--- config.mk ---
export PLATFORM = sky130hd
export DESIGN_NAME = bitscan_iter_flat
export DESIGN_NICKNAME = d
export VERILOG_FILES = /design/src/rtl/bitscan_iter_if.sv /design/src/rtl/bitscan_iter.sv /design/src/flat_wrapper.sv
export SDC_FILE = /design/constraint.sdc
export NUM_CORES = 1
export LEC_CHECK = 0
export CAP_MARGIN = 20
export CORE_ASPECT_RATIO = 0.75
export CORE_MARGIN = 4
export CORE_UTILIZATION = 40
export CTS_BUF_LIST = sky130_fd_sc_hd__clkbuf_4
export DETAILED_ROUTE_END_ITERATION = 10
export PLACE_DENSITY = 0.73
export SYNTH_ARGS = -nofsm -noshare
export SYNTH_HDL_FRONTEND = slang
export SYNTH_SLANG_ARGS = --single-unit
--- constraint.sdc ---
create_clock -name clock -period 2.6 [get_ports clock]
set_input_delay 0.39 -clock clock [delete_from_list [all_inputs] [get_ports clock]]
set_output_delay 0.39 -clock clock [all_outputs]
set_load 0.05 [all_outputs]
--- src/rtl/bitscan_iter_if.sv ---
// Handshake bundle for bitscan_iter: word input stream and per-set-bit output beat stream.
interface bitscan_iter_if #(
  parameter int ORDER = 3
);
  localparam int W = 2 ** ORDER;

  logic [W-1:0]   in_data;
  logic           in_valid;
  logic           in_ready;
  logic [ORDER-1:0] out_index;
  logic           out_none;
  logic           out_last;
  logic [ORDER:0] out_count;
  logic           out_valid;
  logic           out_ready;

  modport master (
    output in_data, in_valid, out_ready,
    input  in_ready, out_index, out_none, out_last, out_count, out_valid
  );

  modport slave (
    input  in_data, in_valid, out_ready,
    output in_ready, out_index, out_none, out_last, out_count, out_valid
  );
endinterface

--- src/rtl/bitscan_iter.sv ---
// Iterates over the set bits of an accepted word, one beat per set bit (lowest or highest first).
// state | meaning
// IDLE  | no word held, ready for a new word
// SCAN  | word held, a beat is presented on out_*
module bitscan_iter #(
  parameter int ORDER     = 3,
  parameter int MSB_FIRST = 0
) (
  input logic           clock,
  input logic           reset,
  bitscan_iter_if.slave bus
);
  localparam int W = 2 ** ORDER;

  typedef enum logic {IDLE, SCAN} state_t;

  state_t           state, state_nxt;
  logic [W-1:0]     rem;
  logic [ORDER:0]   count;
  logic             none;
  logic [ORDER-1:0] idx;
  logic [W-1:0]     rem_dec;
  logic             last;
  logic             valid;
  logic             accept;
  logic             beat;
  logic             ready;

  function automatic logic [ORDER:0] popcount(input logic [W-1:0] v);
    logic [ORDER:0] c;
    c = '0;
    for (int i = 0; i < W; i++) c = c + {{ORDER{1'b0}}, v[i]};
    return c;
  endfunction

  // Later matches overwrite earlier ones, so loop direction picks the scan order.
  always_comb begin
    idx = '0;
    if (MSB_FIRST != 0) begin
      for (int i = 0; i < W; i++)
        if (rem[i]) idx = i[ORDER-1:0];
    end else begin
      for (int i = W - 1; i >= 0; i--)
        if (rem[i]) idx = i[ORDER-1:0];
    end
  end

  assign rem_dec = rem - {{(W-1){1'b0}}, 1'b1};
  assign last    = ((rem & rem_dec) == '0);
  assign valid   = (state == SCAN);
  assign beat    = valid & bus.out_ready;
  assign ready   = (state == IDLE) | (beat & last);
  assign accept  = bus.in_valid & ready;

  always_ff @(posedge clock or posedge reset) begin
    if (reset) state <= IDLE;
    else       state <= state_nxt;
  end

  always_comb begin
    state_nxt = state;
    case (state)
      IDLE: if (accept) state_nxt = SCAN;
      SCAN: if (beat && last) state_nxt = accept ? SCAN : IDLE;
      default: state_nxt = IDLE;
    endcase
  end

  always_ff @(posedge clock or posedge reset) begin
    if (reset) begin
      rem   <= '0;
      count <= '0;
      none  <= 1'b0;
    end else if (accept) begin
      rem   <= bus.in_data;
      count <= popcount(bus.in_data);
      none  <= (bus.in_data == '0);
    end else if (beat) begin
      rem   <= rem & ~({{(W-1){1'b0}}, 1'b1} << idx);
    end
  end

  assign bus.in_ready  = ready;
  assign bus.out_valid = valid;
  assign bus.out_index = idx;
  assign bus.out_last  = last;
  assign bus.out_count = count;
  assign bus.out_none  = none;
endmodule
--- src/flat_wrapper.sv ---
// flat-port wrapper written by rule: the top's interface ports become plain ports
module bitscan_iter_flat 
#(
  parameter int ORDER     = 3,
  parameter int MSB_FIRST = 0
)
  (clock, reset, bus_in_data, bus_in_valid, bus_out_ready, bus_in_ready, bus_out_index, bus_out_none, bus_out_last, bus_out_count, bus_out_valid);
  bitscan_iter_if #(.ORDER(ORDER)) bus_i ();
  input logic clock;
  input logic reset;
  input wire logic [$bits(bus_i.in_data)-1:0] bus_in_data;
  input wire logic [$bits(bus_i.in_valid)-1:0] bus_in_valid;
  input wire logic [$bits(bus_i.out_ready)-1:0] bus_out_ready;
  output wire logic [$bits(bus_i.in_ready)-1:0] bus_in_ready;
  output wire logic [$bits(bus_i.out_index)-1:0] bus_out_index;
  output wire logic [$bits(bus_i.out_none)-1:0] bus_out_none;
  output wire logic [$bits(bus_i.out_last)-1:0] bus_out_last;
  output wire logic [$bits(bus_i.out_count)-1:0] bus_out_count;
  output wire logic [$bits(bus_i.out_valid)-1:0] bus_out_valid;
  assign bus_i.in_data = bus_in_data;
  assign bus_i.in_valid = bus_in_valid;
  assign bus_i.out_ready = bus_out_ready;
  assign bus_in_ready = bus_i.in_ready;
  assign bus_out_index = bus_i.out_index;
  assign bus_out_none = bus_i.out_none;
  assign bus_out_last = bus_i.out_last;
  assign bus_out_count = bus_i.out_count;
  assign bus_out_valid = bus_i.out_valid;
  bitscan_iter #(.ORDER(ORDER), .MSB_FIRST(MSB_FIRST)) u_core (.clock(clock), .reset(reset), .bus(bus_i));
endmodule
==> results.py, run 1 <==
metrics = {
    "routing": {
        "first_pass_iters": 4,
        "routed_wirelength_um": 4000,
        "vias_per_cell": 6.27,
        "drcViolationCount": 0,
        "antenna_left": 0,
        "dr.first_iter.drc_count": 160,
        "wire_per_inst_um": 17.7,
        "route.vias.total": 1418,
    },
    "sta": {
        "worst_slew_pin_slew_ns": 0.584,
        "setup_ws_ns": -0.196,
        "grt_setup_unrepaired": "yes",
        "period_share_pct": 108,
        "fmax_mhz": 358,
        "setup_viol": 2,
        "hold_violations": 0,
        "finClkSkew_ns": 0.00543,
        "slew_headroom_pct": 60.9,
        "final.min_clock_period_ns": 2.80,
        "drv_slew": 0,
        "whs_ns": 0.423,
    },
    "global_route": {
        "grt_pass1_wl_um": 6760,
        "met3_usage_pct": 5.63,
        "grt_max_degree": 18,
        "gr-usage-all-layers_pct": 20.5,
        "grt-ovfl-total": 0,
        "antenna_found_initial": 0,
        "met1_usage_pct": 27.9,
        "grt_pass1_vias": 1349,
        "globalRouteMet2Util_pct": 31.9,
        "top_usage_layer": "met2",
    },
    "logic_synthesis": {
        "synthesis.area_um2": 1290,
        "synthArstFlopShare_pct": 100,
        "syn_nets": 174,
        "synth_seq_cells": 14,
        "syn_avg_cell_area_um2": 8.40,
        "synthCells": 154,
        "synth_enable_flop_cells": 0,
        "synth_cell_types": 46,
        "synth_flop_cell": "dfrtp_1",
        "yosysSeqAreaShare_pct": 27.1,
        "yosys_warnings": 0,
    },
    "cts": {
        "clock_sinks": 14,
        "root_buffer": "clkbuf_4",
        "ctsHoldBuffers": 0,
        "cts_setup_buffers": 0,
        "cts_tree": "done",
        "numCtsBuffers": 3,
        "h-tree-depth": 1,
        "clock_latency_ns": 0.29,
        "clockBufferDepth": 2,
        "clk_pin_slew_ns": 0.10,
    },
    "layout": {
        "area_growth_syn_to_layout_pct": 34.9,
        "antenna_cells": 0,
        "post-route-util_pct": 57.8,
        "drive_gt1_share_pct": 23.9,
        "nets": 209,
    },
    "hold_path": {
        "min_from": "bus_in_data[0]",
        "worstHoldPathType": "in2reg",
    },
    "power_and_ir_drop": {
        "vdd_drop_max_mv": 0.583,
        "p_leak_nw": 0.745,
        "powerDensity_nw_per_um2": 968,
    },
    "die": {
        "die_w_um": 73.7,
        "rows": 17,
        "core_area_um2": 3020,
        "die_h_um": 57.3,
        "start_util_pct": 42.8,
        "io_pins": 23,
        "die_area_um2": 4220,
    },
    "critical_path": {
        "cp_max_fo": 2,
        "required_ns": 2.78,
        "worstPathArrival_ns": 2.98,
        "crit_type": "in2reg",
        "timing.rr.start": "u_core.rem[0]",
        "critPathCaptureType": "flip-flop",
        "startpoint_type": "input port",
        "critPathLaunch": "bus_in_data[1]",
    },
    "place": {
        "place_congestion": 0.914,
        "place_ws_ns": -1.02,
        "hpwl_um": 3030,
        "io_buffers": 22,
    },
    "run_status": {
        "violations": "setup timing",
        "outcome": "finished, violations left",
    },
    "flow_run": {
        "drv_cap": 0,
    },
}
==> worst paths after layout <==
path / endpoint / slack, ns / cells after the start
worst max-delay path: u_core.bus.out_count[1] / -0.20 / 14
worst min-delay path: u_core.rem[0] / 0.42 / 3
worst max register to register: u_core.rem[4] / 0.60 / 5
worst min register to register: u_core.bus.out_count[1] / 0.59 / 2
max in group asynchronous: u_core.rem[4] / 1.79 / 2
min in group asynchronous: u_core.bus.out_count[1] / 0.44 / 2
==> Yosys cell counts, types with 4 or more instances <==
cell      number  area [µm²]
a21oi_1       10        50.1
nand3_1        9        45.0
nor2_1         8        30.0
dfrtp_1       14         350
o21ai_0        4        20.0
fa_1           4        80.1
o211ai_1       8        60.1
ha_1           4        50.1
a221oi_1       4        35.0
nand2_1       10        37.5
nand4_1        8        50.1
clkbuf_1       5        18.8
inv_1         19        71.3
==> what timing repair did <==
action,CTS,global route
pin swaps,4,2
setup endpoints to repair,4,5
gates resized for setup,19,3
endpoints found under the hold margin,0,0
==> stage by stage <==
| stage | power [mW] | cell area (µm²) | std cells | TNS [ns] |
|---|---|---|---|---|
| after floorplan | 1.17 | 1330 | 154 | -0.584 |
| after global placement | 1.50 | 1700 | 222 | -3.08 |
| after detailed placement | 1.53 | 1700 | 222 | -3.42 |
| after CTS | 1.68 | 1740 | 226 | -0.310 |
| after global routing | 1.79 | 1750 | 226 | -0.559 |
| final | 1.69 | 1750 | 226 | -0.308 |
==> cells by family after synthesis <==
kind of cell | share of synthesized area (%)
AND/OR/NAND/NOR | 23.2
AO/OA/AOI/OAI | 30.1
buffers and inverters | 7.35
flip-flops | 27.1
adder cells (fa/ha/maj) | 11.6
XOR/XNOR | 0.677
==> sequential cells by signal (all words and copies together) (netlist names) <==
signal                flops
u_core.bus.out_count      4
u_core.bus.out_none       1
u_core.bus.out_valid      1
u_core.rem                8
==> final cells by class <==
class                           count  area, µm²
Clock buffer                        3       22.5
Clock inverter                      1       3.75
Fill cell                         273       1270
Inverter                           19       83.8
Multi-Input combinational cell    115        885
Sequential cell                    14        350
Tap cell                           38       47.5
Timing Repair Buffer               36        353
==> report_power, final <==
group	total (mW)	switching [mW]	internal [mW]	leakage, nW
Clock	0.141	0.0853	0.0558	0.0154
Sequential	0.398	0.115	0.283	0.150
Combinational	1.15	0.697	0.454	0.580
Total	1.69	0.897	0.793	0.745
==> layout by cell type, fill, tap and decap left out, types with 3 or more instances in the layout <==
| cell | count |
|---|---|
| buf_4 | 15 |
| clkdlybuf4s50_1 | 14 |
| dfrtp_1 | 14 |
| inv_1 | 13 |
| nand2_1 | 10 |
| nand3_1 | 9 |
| a21oi_1 | 9 |
| nor2_1 | 8 |
| nand4_1 | 8 |
| o211ai_1 | 8 |
| o21ai_0 | 4 |
| inv_2 | 4 |
| nor2b_1 | 3 |
| a21boi_0 | 3 |
| o311ai_1 | 3 |
| a221oi_1 | 3 |
| ha_1 | 3 |
| clkbuf_4 | 3 |
==> worst max-delay path: stages <==
cell and delay, ns:
buf_8 0.09, inv_8 0.03, ha_4 0.25, inv_2 0.03, fa_1 0.52, fa_1 0.41, inv_1 0.08, fa_2 0.21
inv_2 0.04, fa_2 0.52, nor2_1 0.04, a22o_1 0.19, a21oi_2 0.10, o211ai_1 0.08
==> layer usage <==
| layer | routed length, µm | part of all wire, % |
|---|---|---|
| met5 | 0 | 0 |
| met3 | 420 | 11 |
| met2 | 1870 | 47 |
| met1 | 1680 | 42 |
| met4 | 34 | 0.85 |
No activity file was read; power rests on OpenSTA's default activity.
==> run 2: changes to the inputs <==
--- a/config.mk
+++ b/config.mk
@@ -12,6 +12,7 @@
 export CTS_BUF_LIST = sky130_fd_sc_hd__clkbuf_4
 export DETAILED_ROUTE_END_ITERATION = 10
 export PLACE_DENSITY = 0.73
+export REMOVE_ABC_BUFFERS = 1
 export SYNTH_ARGS = -nofsm -noshare
 export SYNTH_HDL_FRONTEND = slang
 export SYNTH_SLANG_ARGS = --single-unit
==> run 2 against run 1 <==
  * The flow still finishes with violations (setup timing)
  * Clock skew is 0.0052 ns higher
  * Largest cell class unchanged
  * Wire length shrank 5.2%
  * Total power rose by 0.16%
  * Sequential cell count unchanged
  * Count of clock-buffer cells in the layout unchanged
  * Combinational power about the same
  * Sequential power is 2% lower
  * Global-route usage decreased by 0.90 points
  * Clock power is 4% lower
  * Register-to-register slack better by 0.02 ns
==> results.py, run 2 (synthesized netlist as in run 1, its figures left out) <==
metrics = {
    "power_and_ir_drop": {
        "total_power_mw": 1.69,
        "p_seq_share_pct": 23.0,
        "p_clk_share_pct": 8.0,
        "combPwrFrac_pct": 68.9,
        "vdd_drop_max_mv": 0.490,
        "p_sw_share_pct": 52.7,
        "p_int_mw": 0.800,
        "switchingPower_mw": 0.892,
        "p_leak_nw": 0.743,
        "powerDensity_nw_per_um2": 967,
    },
    "layout": {
        "drive_gt1_share_pct": 25.0,
        "design_area_um2": 1750,
        "largest_register": "u_core.rem",
        "layout_common_cells": "15 x buf_4, 14 x clkdlybuf4s50_1, 14 x dfrtp_1",
        "layout_commonest_cell": "buf_4",
        "instances_no_fill": 226,
        "fillCellCount": 273,
        "largest_reg_flops": 8,
        "antenna_cells": 0,
        "nets": 209,
        "post-route-util_pct": 58.0,
        "area_growth_syn_to_layout_pct": 35.3,
    },
    "sta": {
        "finClkSkew_ns": 0.0106,
        "setup_tns_ns": -0.368,
        "period_share_pct": 109,
        "drv_slew": 0,
        "worst_slew_pin_slew_ns": 0.574,
        "final.min_clock_period_ns": 2.83,
        "whs_ns": 0.426,
        "grt_setup_unrepaired": "yes",
        "setup_viol": 2,
        "slew_headroom_pct": 61.7,
        "hold_violations": 0,
        "fmax_mhz": 354,
        "setup_ws_ns": -0.225,
    },
    "global_route": {
        "grt_pass1_vias": 1366,
        "antenna_found_initial": 0,
        "grt_max_degree": 18,
        "grt-ovfl-total": 0,
        "grt_pass1_wl_um": 6410,
        "gr-usage-all-layers_pct": 19.6,
    },
    "routing": {
        "dr.first_iter.drc_count": 112,
        "drcViolationCount": 0,
        "wire_per_inst_um": 16.8,
        "route.vias.total": 1368,
        "first_pass_iters": 4,
        "antenna_left": 0,
        "vias_per_cell": 6.05,
        "routed_wirelength_um": 3790,
    },
    "cts": {
        "cts_tree": "done",
        "root_buffer": "clkbuf_4",
        "clockBufferDepth": 2,
        "clk_pin_slew_ns": 0.10,
        "clock_latency_ns": 0.30,
        "h-tree-depth": 1,
        "clock_sinks": 14,
        "numCtsBuffers": 3,
        "cts_setup_buffers": 0,
    },
    "die": {
        "io_pins": 23,
        "rows": 17,
        "die_w_um": 73.7,
        "die_area_um2": 4220,
        "die_h_um": 57.3,
        "start_util_pct": 42.8,
        "core_area_um2": 3020,
    },
    "place": {
        "place_ws_ns": -1.02,
        "place_congestion": 0.913,
        "hpwl_um": 2880,
        "dpl_cell_area_um2": 1660,
        "io_buffers": 22,
        "post-place-cells": 222,
    },
    "critical_path": {
        "worstPathArrival_ns": 3.05,
        "required_ns": 2.82,
        "critical-path-top-delay-family": "adder cells",
        "worst_path_max_delay_cell": "fa_1",
        "cp_max_fo": 2,
        "startpoint_type": "input port",
        "critical_path.max_stage_delay_ns": 0.52,
        "cpMostUsedCell": "inv_2",
        "path_cells": "buf_8, inv_4, ha_4, inv_2, fa_1, fa_1, inv_2, fa_2, inv_2, fa_2, nor2_2, a22o_1, a21oi_2, o211ai_1",
        "crit_type": "in2reg",
        "critPathBufInv": 5,
        "critPathCaptureType": "flip-flop",
    },
    "run_status": {
        "violations": "setup timing",
        "outcome": "finished, violations left",
    },
    "hold_path": {
        "worstHoldPathType": "in2reg",
    },
    "flow_run": {
        "drv_cap": 0,
    },
}
==> run 2: cell type report <==
class	count	area [µm²]	share of cell area [%]
inverter	19	76.3	4.36
sequential	14	350	20.0
tap	38	47.5	2.72
multi-input combinational	115	897	51.3
timing repair buffer	36	353	20.2
clock buffer	3	22.5	1.29
clock inverter	1	3.75	0.214
==> run 2: tightest hold or removal path, stage by stage <==
cell and delay, ns:
buf_8 0.08, buf_4 0.11, a31o_1 0.12
==> run 2: power by group through the flow <==
stage	Combinational (mW)	Sequential (mW)	Clock, mW
floorplan	0.707	0.432	0
global placement	1.10	0.385	0
detailed placement	1.12	0.392	0
CTS	1.15	0.388	0.143
global route	1.25	0.406	0.149
finish	1.17	0.389	0.136
==> run 2: per-layer routing <==
layer	track usage [%]	vias to the layer above	part of all wire, %
met5	0	-	0
met3	4.23	8	9.6
met1	25.7	635	42
li1	-	652	-
met4	5.94	0	1.6
met2	32.2	73	47
==> run 2: path summary, 6_finish.rpt <==
check                                              from                       to  slack, ns  depth (start not counted)
min in group asynchronous                         reset  u_core.bus.out_count[2]       0.44                          2
max in group asynchronous                         reset            u_core.rem[7]       1.78                          2
worst max register to register            u_core.rem[0]            u_core.rem[1]       0.62                          5
worst min register to register  u_core.bus.out_count[3]  u_core.bus.out_count[3]       0.58                          2
worst min-delay path                     bus_in_data[0]            u_core.rem[0]       0.43                          3
worst max-delay path                     bus_in_data[0]  u_core.bus.out_count[1]      -0.23                         14
==> run 2: timing repair <==
action / 4_1_cts / 5_1_grt
hold buffers: 0 / 0
setup endpoints to repair: 4 / 6
pin swaps: 9 / 7
gates resized for setup: 27 / 5
